`src/rtl/arm1_pkg.sv`:
```
// ---------------------------------------------------------------------------
// arm1_pkg
// Shared definitions for the ARM1 8-bit multicycle core and its boot loader.
// It holds the memory geometry, the program-loader state encoding and a
// mod-256 checksum helper.
// ---------------------------------------------------------------------------
package arm1_pkg;

    localparam int ARM1_ADDR_W    = 4;
    localparam int ARM1_DATA_W    = 8;
    localparam int ARM1_MEM_DEPTH = 16;

    typedef enum logic [2:0] {
        IDLE = 3'd0,
        LEN  = 3'd1,
        DATA = 3'd2,
        CSUM = 3'd3,
        DONE = 3'd4,
        ERR  = 3'd5
    } loader_state_t;

    // Modular byte sum. Carries out of the top bit are discarded on purpose.
    function automatic logic [ARM1_DATA_W-1:0] csum_add(
        input logic [ARM1_DATA_W-1:0] acc,
        input logic [ARM1_DATA_W-1:0] b
    );
        return acc + b;
    endfunction

endpackage

```
`src/rtl/arm1_prog_loader.sv`:
```
// ---------------------------------------------------------------------------
// arm1_prog_loader
// Boot-time program loader. It receives a frame (LEN, LEN image bytes, CSUM)
// over a valid/ready stream and writes the image bytes into the unified
// memory starting at address 0. The core is held in reset until an image
// with a valid length and a zero mod-256 sum (image + CSUM) has been loaded.
//
// Ports
//   clk            : system clock, rising edge
//   reset          : asynchronous active-high reset
//   start          : one-cycle pulse, starts a load from IDLE/DONE/ERR
//   in_valid       : stream byte valid
//   in_data        : stream byte
//   in_ready       : loader accepts a byte (LEN/DATA/CSUM states)
//   mem_write      : registered memory write strobe
//   mem_address    : registered memory write address
//   mem_write_data : registered memory write data
//   cpu_reset      : holds the core in reset (low only in DONE)
//   done           : image loaded and checksum good
//   error          : bad length or bad checksum
//   checksum       : running mod-256 sum of image bytes and CSUM byte
// ---------------------------------------------------------------------------
module arm1_prog_loader
    import arm1_pkg::*;
#(
    parameter int ADDR_W    = ARM1_ADDR_W,
    parameter int DATA_W    = ARM1_DATA_W,
    parameter int MEM_DEPTH = ARM1_MEM_DEPTH
) (
    input  logic              clk,
    input  logic              reset,
    input  logic              start,
    input  logic              in_valid,
    input  logic [DATA_W-1:0] in_data,
    output logic              in_ready,
    output logic              mem_write,
    output logic [ADDR_W-1:0] mem_address,
    output logic [DATA_W-1:0] mem_write_data,
    output logic              cpu_reset,
    output logic              done,
    output logic              error,
    output logic [DATA_W-1:0] checksum
);

    loader_state_t     state;
    // One bit wider than the address so that a length of MEM_DEPTH fits and
    // the byte index can be compared with it without wrapping.
    logic [ADDR_W:0]   count;
    logic [ADDR_W:0]   idx;
    logic [ADDR_W:0]   idx_next;
    logic [DATA_W-1:0] csum_next;
    logic              xfer;

    function automatic logic len_is_valid(input logic [DATA_W-1:0] len);
        return (len != '0) && (len <= DATA_W'(MEM_DEPTH));
    endfunction

    assign in_ready  = (state == LEN) || (state == DATA) || (state == CSUM);
    assign done      = (state == DONE);
    assign error     = (state == ERR);
    assign cpu_reset = (state != DONE);

    assign xfer      = in_valid && in_ready;
    assign idx_next  = idx + (ADDR_W+1)'(1);
    assign csum_next = csum_add(checksum, in_data);

    always_ff @(posedge clk or posedge reset) begin
        if (reset) begin
            state          <= IDLE;
            count          <= '0;
            idx            <= '0;
            checksum       <= '0;
            mem_write      <= 1'b0;
            mem_address    <= '0;
            mem_write_data <= '0;
        end else begin
            // The write strobe is a single-cycle pulse per accepted image byte.
            mem_write <= 1'b0;
            case (state)
                IDLE, DONE, ERR: begin
                    if (start) begin
                        checksum <= '0;
                        count    <= '0;
                        idx      <= '0;
                        state    <= LEN;
                    end
                end
                LEN: begin
                    if (xfer) begin
                        if (len_is_valid(in_data)) begin
                            count <= in_data[ADDR_W:0];
                            state <= DATA;
                        end else begin
                            state <= ERR;
                        end
                    end
                end
                DATA: begin
                    if (xfer) begin
                        mem_write      <= 1'b1;
                        mem_address    <= idx[ADDR_W-1:0];
                        mem_write_data <= in_data;
                        checksum       <= csum_next;
                        idx            <= idx_next;
                        if (idx_next == count) begin
                            state <= CSUM;
                        end
                    end
                end
                CSUM: begin
                    if (xfer) begin
                        checksum <= csum_next;
                        state    <= (csum_next == '0) ? DONE : ERR;
                    end
                end
                default: state <= IDLE;
            endcase
        end
    end

endmodule

```
`config.mk`:
```
export PLATFORM = sky130hd
export DESIGN_NAME = arm1_prog_loader
export DESIGN_NICKNAME = d
export VERILOG_FILES = /design/src/rtl/arm1_pkg.sv /design/src/rtl/arm1_prog_loader.sv
export SDC_FILE = /design/constraint.sdc
export NUM_CORES = 1
export LEC_CHECK = 0
export ABC_AREA = 1
export CORE_MARGIN = 2
export CORE_UTILIZATION = 47
export CTS_CLUSTER_SIZE = 14
export DETAILED_ROUTE_END_ITERATION = 8
export PLACE_DENSITY = 0.83
export SETUP_SLACK_MARGIN = 0.15
export SLEW_MARGIN = 5
export SYNTH_ARGS = -nofsm -noshare
export SYNTH_HDL_FRONTEND = slang
export SYNTH_SLANG_ARGS = --single-unit
```
`constraint.sdc`:
```
create_clock -name clk -period 1.8 [get_ports clk]
set_input_delay 0.45 -clock clk [delete_from_list [all_inputs] [get_ports clk]]
set_output_delay 0.45 -clock clk [all_outputs]
set_load 0.03 [all_outputs]
```
### Word level (Yosys, flattened, before mapping)

Index checks and enable logic that the tools add are counted.
Widths: inputs -> output; s select.

| storage, ports and cells | value |
|---|---|
| logic and storage cells | 60 |
| output and inout port bits | 25 |
| input port bits | 12 |
| bits in registers | 34 |

| cells by class | value |
|---|---|
| reduce and logical (&&, ||, !) cells | 17 |
| add/subtract/negate cells | 2 |
| mux-type cells | 19 |
| equality and inequality tests | 14 |
| order comparisons | 1 |

Operators with widths:

| kind | count |
|---|---|
| $mux 5 | 4 |
| $pmux 5 s2 | 2 |
| $mux 3 | 6 |
| $mux 8 | 2 |
| $pmux 8 s2 | 1 |
| $pmux 3 s4 | 1 |
| $add 8x8->8 | 1 |
| $le 8x5->1 const B | 1 |
| $logic_not 8->1 | 1 |
| $ne 2x2->1 const B | 4 |
| $reduce_bool 8->1 | 1 |
| $eq 3x2->1 const B | 2 |
| $eq 3x3->1 const B | 2 |
| $ne 2x1->1 const B | 3 |
| $reduce_and 3->1 | 2 |
| $reduce_bool 2->1 | 3 |
| $add 5x1->5 const B | 1 |
| $eq 5x5->1 | 1 |
| $reduce_and 5->1 | 1 |
| $reduce_and 4->1 | 1 |
| $eq 3x1->1 const B | 1 |
| $logic_not 3->1 | 1 |
| $mux 1 | 3 |
| $ne 3x3->1 const B | 1 |
| other kinds (5) | 7 |

### Longest topological paths before layout

Gate-level depths: netlist (run 1).

| depth | value |
|---|---|
| depth in word-level cells | 6 |
| mapped depth | 14 |
| gate-level depth less buffers | 14 |

### Worst setup path before layout (run 1)

Ideal clock, no wire load.

| path | value |
|---|---|
| kind | register to register |
| start point | reg checksum[0] |
| end point | reg state[0] |
| slack | -0.136 ns |
| library setup time | 0.116 ns |
| clock period less this slack | 1.936 ns |
| required time | 1.684 ns |
| buffers on the path | 0 |
| arrival | 1.820 ns |
| cell stages (with the launch flop) | 15 |
| path through | dfrtp_1 ha_1 fa_1 nand2_1 nand2_1 nand3_1 nand2_1 nand2_1 nand2_1 nor2_1 nand2_1 nand2_1 nand2_1 nand2_1 nand2_1 |

| on the way | value |
|---|---|
| longest elaborated chain between the ends | 5 |

Ends and longest elaborated chain:

| item | line | text |
|---|---|---|
| start, declared | arm1_prog_loader.sv:42 | `output logic [DATA_W-1:0] checksum` |
| start signal, assigned | arm1_prog_loader.sv:103 | `checksum <= csum_next;` |
| start signal, assigned | arm1_prog_loader.sv:112 | `checksum <= csum_next;` |
| $add 8x8->8 | arm1_pkg.sv:27 | `return acc + b;` |
| $logic_not 8->1 | arm1_prog_loader.sv:113 | `state <= (csum_next == '0) ? DONE : ERR;` |
| $mux 1 | arm1_prog_loader.sv:113 |  |
| $mux 3 | arm1_prog_loader.sv:111 | `if (xfer) begin` |
| $pmux 3 s4 | arm1_prog_loader.sv:79 | `case (state)` |
| end signal, assigned | arm1_prog_loader.sv:113 |  |
| end, declared | arm1_prog_loader.sv:45 | `loader_state_t state;` |

No other way between the ends. The select of a mux whose other input is x is not followed.
A chain may end at the register's enable or synchronous reset.

### Worst setup path after layout (run 1)

Same ends and word-level chain as after synthesis.

==> flow_summary.toml, run 1 <==
[hold_path]
hp-class = "flip-flop to flip-flop"
hold_path_startpoint = "mem_address[0]$_DFFE_PP0P_"
min_to = "mem_address[0]$_DFFE_PP0P_"
hold_depth = 2

[drt]
drt_iter0_markers = 122
routedWlPerCell_um = 13.3
route.detailed.drc = 0
drtPass1Iterations = 4
viasPerCell = 5.11
drt_wl_total_mm = 5.15
antenna_left = 0
vias = 1972

[global_route]
antenna_found_initial = 0
grt_max_degree = 35
grt_pass1_vias = 1822
overflow = 0
gr-usage-all-layers = 0.214
grt_pass1_wl_mm = 8.27

[run]
cap_violations = 0

[setup_path]
reg2reg_from = "checksum[0]$_DFFE_PP0P_"
critPathLaunchType = "flip-flop"
cp_num_buf_inv = 0
reg2regPathDepth = 11
cp.required_ns = 1.99
cp-end-kind = "flip-flop"
cpMostUsedCell = "nand2_1"
critical_path_class = "flip-flop to flip-flop"
path_cells = "ha_4, fa_2, xor2_1, nor2_1, nand3_1, nor2_1, nand2_1, nand2_1, nand2_1, nand2_1, nand2_1"
cp_slowest_cell = "dfrtp_2"
critPathTopFamily = "simple AND/OR/NAND/NOR gates"
critical_path_arrival_ns = 1.98
critPathMaxFanout = 3
rrSetupSlack_ns = 0.008
slowest_delay_ns = 0.42
r2r-end = "state[0]$_DFFE_PP0P_"

[synthesis]
synth-seq-cells = 34
synth_area_leaders = "dfrtp_1 (43%), nand2_1 (15%), inv_1 (7.2%)"
synth_top_cell_area_share = 0.428
yosysWarnings = 0
synth.top_cells.by_count = "nand2_1 (78), inv_1 (38), dfrtp_1 (34), nand3_1 (20), nor2_1 (15)"
syn_nets = 279
synth-main-ff-cell = "dfrtp_1"
synthCells = 258
synth-edff-count = 0
synthDistinctLibCells = 27
synth_area_leader_cell = "dfrtp_1"
synth_area_per_cell_um2 = 7.71
ys_async_sr_fraction = 1.00
synth_seq_area_share = 0.428
synth_most_common_cell = "nand2_1"
netlist_area_um2 = 1990

[clock_network]
htree_num_levels = 2
clk_pin_slew_ns = 0.08
cts_sinks = 34
cts_tree = "yes"
cts-root-buf = "clkbuf_8"
cts_buffers = 5
clk_latency_ns = 0.30
clk_path_buf_depth = 2
holdBufCountCts = 0

[power]
power_frac_clock = 0.227
p_switching_uw = 1580
power_density_nw_per_um2 = 1290
p_int_uw = 2220
p_total_uw = 3800
p_comb_frac = 0.492
power_frac_seq = 0.281
leakagePower_uw = 0.00153
ir_worst_vdd_uv = 525
swShare = 0.415

[cells_and_area]
nNetsFinal = 356
area_delta_synth_final_pct = 48.5
drive_above_1_share = 0.315
diodes = 0

[place]
dp_hpwl_mm = 3.67
io_buffers = 36
gp_congestion = 0.936

[floorplan]
rows = 23
die_area_um2 = 4770
ios = 37
chipHeight_um = 69.0
core_area_um2 = 4030
start_util = 0.493
dieWidth_um = 69.0

[sta]
hold_violations = 0
finalSetupViolCount = 0
fmax_ghz = 0.558
slew_headroom = 0.718
min_period_over_period = 0.995
final_max_slew_viol_count = 0
worst_pin_slew_ns = 0.423
period_needed_ns = 1.79
fin_skew_ns = 0.00875
fin_setup_tns_ns = 0
rsz0062_at_grt = "yes"

[run_status]
status = "finished clean"
==> how the worst max path moves through the flow <==
stage                     cells after the start                    start  slack (ns)              endpoint
final                                        11  checksum[0]$_DFFE_PP0P_       0.008  state[0]$_DFFE_PP0P_
after global routing                         14  checksum[0]$_DFFE_PP0P_       -0.14  state[0]$_DFFE_PP0P_
after CTS                                    14  checksum[0]$_DFFE_PP0P_        0.01  state[0]$_DFFE_PP0P_
after detailed placement                     15               in_data[0]       -0.56  state[0]$_DFFE_PP0P_
after global placement                       13               in_data[0]       -0.53  state[0]$_DFFE_PP0P_
after floorplan                              14  checksum[0]$_DFFE_PP0P_        0.02  state[0]$_DFFE_PP0P_
==> metrics by stage <==
step,worst slack [ns],util,instance area (µm²),hold slack [ns],std cells
2_1_floorplan,0.0178,-,2010,0.475,258
5_1_grt,-0.142,0.733,2950,0.510,386
3_5_place_dp,-0.565,0.657,2650,0.460,373
3_3_place_gp,-0.532,0.657,2650,0.459,373
6_report,0.00839,0.733,2950,0.468,386
4_1_cts,0.0103,0.702,2830,0.473,382
==> cells in the final DEF, fill, tap and decap left out, drive strengths merged, types with 2 or more instances in the layout <==
cell,count
bufinv,2
dfrtp,34
dlygate4sd2,22
xor2,2
nor2,19
nand4,3
a21oi,7
o22ai,6
nand2,78
clkbuf,6
clkdlybuf4s50,4
buf,42
a22o,4
or2,2
nand3,20
nor3,3
ha,8
clkdlybuf4s15,3
inv,43
o21ai,22
==> sequential cells by signal, summed over array words and instances (netlist names) <==
register and count:
checksum 8, count 5, idx 5, mem_address 4, mem_write 1, mem_write_data 8
state 3
==> layout make-up <==
type / instances / area (µm²)
clock buffers: 5 / 68.8
fillers: 310 / 1080
inverters: 43 / 164
clock inverters: 3 / 68.8
flip-flops and latches: 34 / 857
multi-input cells: 179 / 1120
repair buffers: 72 / 608
well taps: 50 / 62.6
==> kinds of logic (layout without fill, tap and decap cells) <==
family,Yosys count,count (layout),share of synthesized area
mux,1,1,0.00503
flops,34,34,0.428
xor+xnor,3,3,0.0132
compound gates,41,41,0.133
simple gates,125,125,0.267
fa+ha+maj,9,9,0.0604
buf+inv,45,123,0.0938
==> metal layers <==
metal	up-vias	share of wire	track usage
met5	-	0	0
met1	919	0.44	0.272
met3	12	0.047	0.0512
met4	0	0.018	0.0632
li1	987	-	-
met2	54	0.50	0.360
==> power groups by stage <==
stage | combinational, µW | clock, µW | sequential, µW
after detailed placement | 1810 | 0 | 1080
final | 1870 | 863 | 1070
after CTS | 1750 | 864 | 1070
after floorplan | 784 | 0 | 1380
after global routing | 2020 | 903 | 1090
after global placement | 1770 | 0 | 1070
==> tightest hold or removal path: stages (launching register included) <==
cell and delay (ns):
dfrtp_1 0.34, nand2_1 0.05, nand2_1 0.04
==> repair_timing <==
item | in CTS | in global routing
setup endpoints to repair | 36 | 15
pin swaps | 4 | 9
cloned | 0 | 0
buffers inserted | 1 | 4
gates resized for setup | 47 | 35
(Power assumes the default switching activity.)
==> run 2, diff against run 1 <==
--- a/config.mk
+++ b/config.mk
@@ -7,10 +7,10 @@
 export LEC_CHECK = 0
 export ABC_AREA = 1
 export CORE_MARGIN = 2
-export CORE_UTILIZATION = 47
+export CORE_UTILIZATION = 30
 export CTS_CLUSTER_SIZE = 14
 export DETAILED_ROUTE_END_ITERATION = 8
-export PLACE_DENSITY = 0.83
+export PLACE_DENSITY = 0.6
 export SETUP_SLACK_MARGIN = 0.15
 export SLEW_MARGIN = 5
 export SYNTH_ARGS = -nofsm -noshare
==> run 2 against run 1 <==
The flow now finishes with violations (setup timing). Non-clock buffer count up 1. Clock power shrank 31%. Clock skew shrank 0.0020 ns. Sequential share of layout area is 0.27 points lower.
==> flow_summary.toml, run 2 (same netlist as run 1, synthesis figures left out) <==
[setup_path]
critPathLaunchType = "flip-flop"
critical_path_class = "flip-flop to flip-flop"
cp.required_ns = 1.99
cp-end-kind = "flip-flop"
critical_path_arrival_ns = 2.00
rrSetupSlack_ns = -0.01
critPathMaxFanout = 3
reg2regPathDepth = 11

[floorplan]
dieWidth_um = 85.4
ios = 37
start_util = 0.311
chipHeight_um = 85.4
rows = 29
core_area_um2 = 6390
die_area_um2 = 7290

[drt]
vias = 1938
routedWlPerCell_um = 12.2
antenna_left = 0
drtPass1Iterations = 4
viasPerCell = 4.68
drt_iter0_markers = 86
route.detailed.drc = 0
drt_wl_total_mm = 5.05

[clock_network]
htree_num_levels = 2
clk_latency_ns = 0.30
clk_pin_slew_ns = 0.07
clk_path_buf_depth = 2
cts_sinks = 34
cts_tree = "yes"
cts-root-buf = "clkbuf_8"
cts_buffers = 5

[global_route]
grt_use_met3 = 0.0418
overflow = 0
grt_max_degree = 35
grt_pass1_wl_mm = 8.42
antenna_found_initial = 0
gr-usage-all-layers = 0.146
top_usage_layer = "met2"
grtUsageMet1 = 0.180
grt_pass1_vias = 1887
met2_usage = 0.242

[place]
io_buffers = 36
place_ws_ns = -0.578
gp_congestion = 0.842
dp_hpwl_mm = 3.72

[cells_and_area]
postLayoutCoreUtil = 0.465
drive_above_1_share = 0.306
ff_latch_area_um2 = 855
top_regs = "checksum (8), mem_write_data (8)"
multi_input_area_um2 = 1140
mostFrequentLayoutCell = "nand2_1"
layout_common_cells = "nand2_1 (67), inv_1 (36), buf_4 (33)"
diodes = 0
area_delta_synth_final_pct = 49.4
nNetsFinal = 357
nFillCells = 656

[hold_path]
hp-class = "flip-flop to flip-flop"
hold_depth = 2

[power]
power_density_nw_per_um2 = 1190
power_frac_seq = 0.301
p_int_uw = 1990
p_comb_frac = 0.531
swShare = 0.436
power_frac_clock = 0.168
leakagePower_uw = 0.00151
ir_worst_vdd_uv = 608
p_switching_uw = 1540

[sta]
finalSetupViolCount = 1
hold_violations = 0
final_max_slew_viol_count = 0
slew_headroom = 0.705
fin_skew_ns = 0.00676
fmax_ghz = 0.552
rsz0062_at_grt = "yes"
min_period_over_period = 1.01
worst_pin_slew_ns = 0.443
fin_ws_ns = -0.0126
period_needed_ns = 1.81

[run_status]
violations = "setup timing"
status = "complete, but fails checks"

[run]
cap_violations = 0
## run 2: worst paths after layout
path	endpoint	from
worst min-delay path	mem_write_data[7]$_DFFE_PP0P_	mem_write_data[7]$_DFFE_PP0P_
worst max-delay path	state[0]$_DFFE_PP0P_	checksum[0]$_DFFE_PP0P_
worst min register to register	mem_write_data[7]$_DFFE_PP0P_	mem_write_data[7]$_DFFE_PP0P_
max in group asynchronous	checksum[6]$_DFFE_PP0P_	reset
worst max register to register	state[0]$_DFFE_PP0P_	checksum[0]$_DFFE_PP0P_
min in group asynchronous	mem_write_data[1]$_DFFE_PP0P_	reset
## run 2: worst max-delay path, cell delays in order (launching register included)
cell,delay [ns]
dfrtp_2,0.43
ha_4,0.17
fa_2,0.39
xor2_1,0.18
nor2_1,0.09
nand3_1,0.09
nor2_1,0.09
nand2_1,0.07
nand2_1,0.05
nand2_1,0.04
nand2_1,0.05
nand2_1,0.04
## run 2: power by group through the flow
stage | logic [µW] | clock network (µW) | registers, µW
after floorplan | 784 | 0 | 1380
after global placement | 1810 | 0 | 1070
after detailed placement | 1820 | 0 | 1080
after CTS | 1780 | 613 | 1070
after global routing | 2050 | 640 | 1090
final | 1870 | 593 | 1060
## run 2: layer usage
metal	up-vias	share of wire
li1	991	-
met1	900	0.44
met2	37	0.51
met3	10	0.043
met4	0	0.016
met5	-	0
## run 2: final cells by class
class	instances	share of cell area
Clock buffer	7	0.0291
Clock inverter	1	0.00168
Inverter	43	0.0560
Multi-Input combinational cell	179	0.383
Sequential cell	34	0.288
Tap cell	77	0.0324
Timing Repair Buffer	73	0.210
## run 2: repair_timing
item / in CTS / in global routing
buffers inserted: 0 / 6
setup endpoints to repair: 36 / 13
gates resized for setup: 52 / 40
pin swaps: 5 / 15
cloned: 0 / 0
hold buffers: 0 / 0
## run 2: metrics by stage
stage           TNS, ns  hold slack [ns]  std cells  power [µW]  cell area, µm²
5_1_grt          -0.207            0.507        414        3780            2970
6_report        -0.0126            0.469        414        3530            2970
3_5_place_dp      -4.42            0.462        400        2890            2680
4_1_cts        -0.00656            0.475        408        3460            2830
2_1_floorplan         0            0.475        258        2160            2010
3_3_place_gp      -4.26            0.458        400        2880            2680
==> run 3, diff against run 2 <==
--- a/config.mk
+++ b/config.mk
@@ -6,9 +6,10 @@
 export NUM_CORES = 1
 export LEC_CHECK = 0
 export ABC_AREA = 1
+export CAP_MARGIN = 40
 export CORE_MARGIN = 2
 export CORE_UTILIZATION = 30
-export CTS_CLUSTER_SIZE = 14
+export CTS_CLUSTER_SIZE = 28
 export DETAILED_ROUTE_END_ITERATION = 8
 export PLACE_DENSITY = 0.6
 export SETUP_SLACK_MARGIN = 0.15
==> results of run 3 <==
Final layout, timing and power as in run 2 (identical DEF).
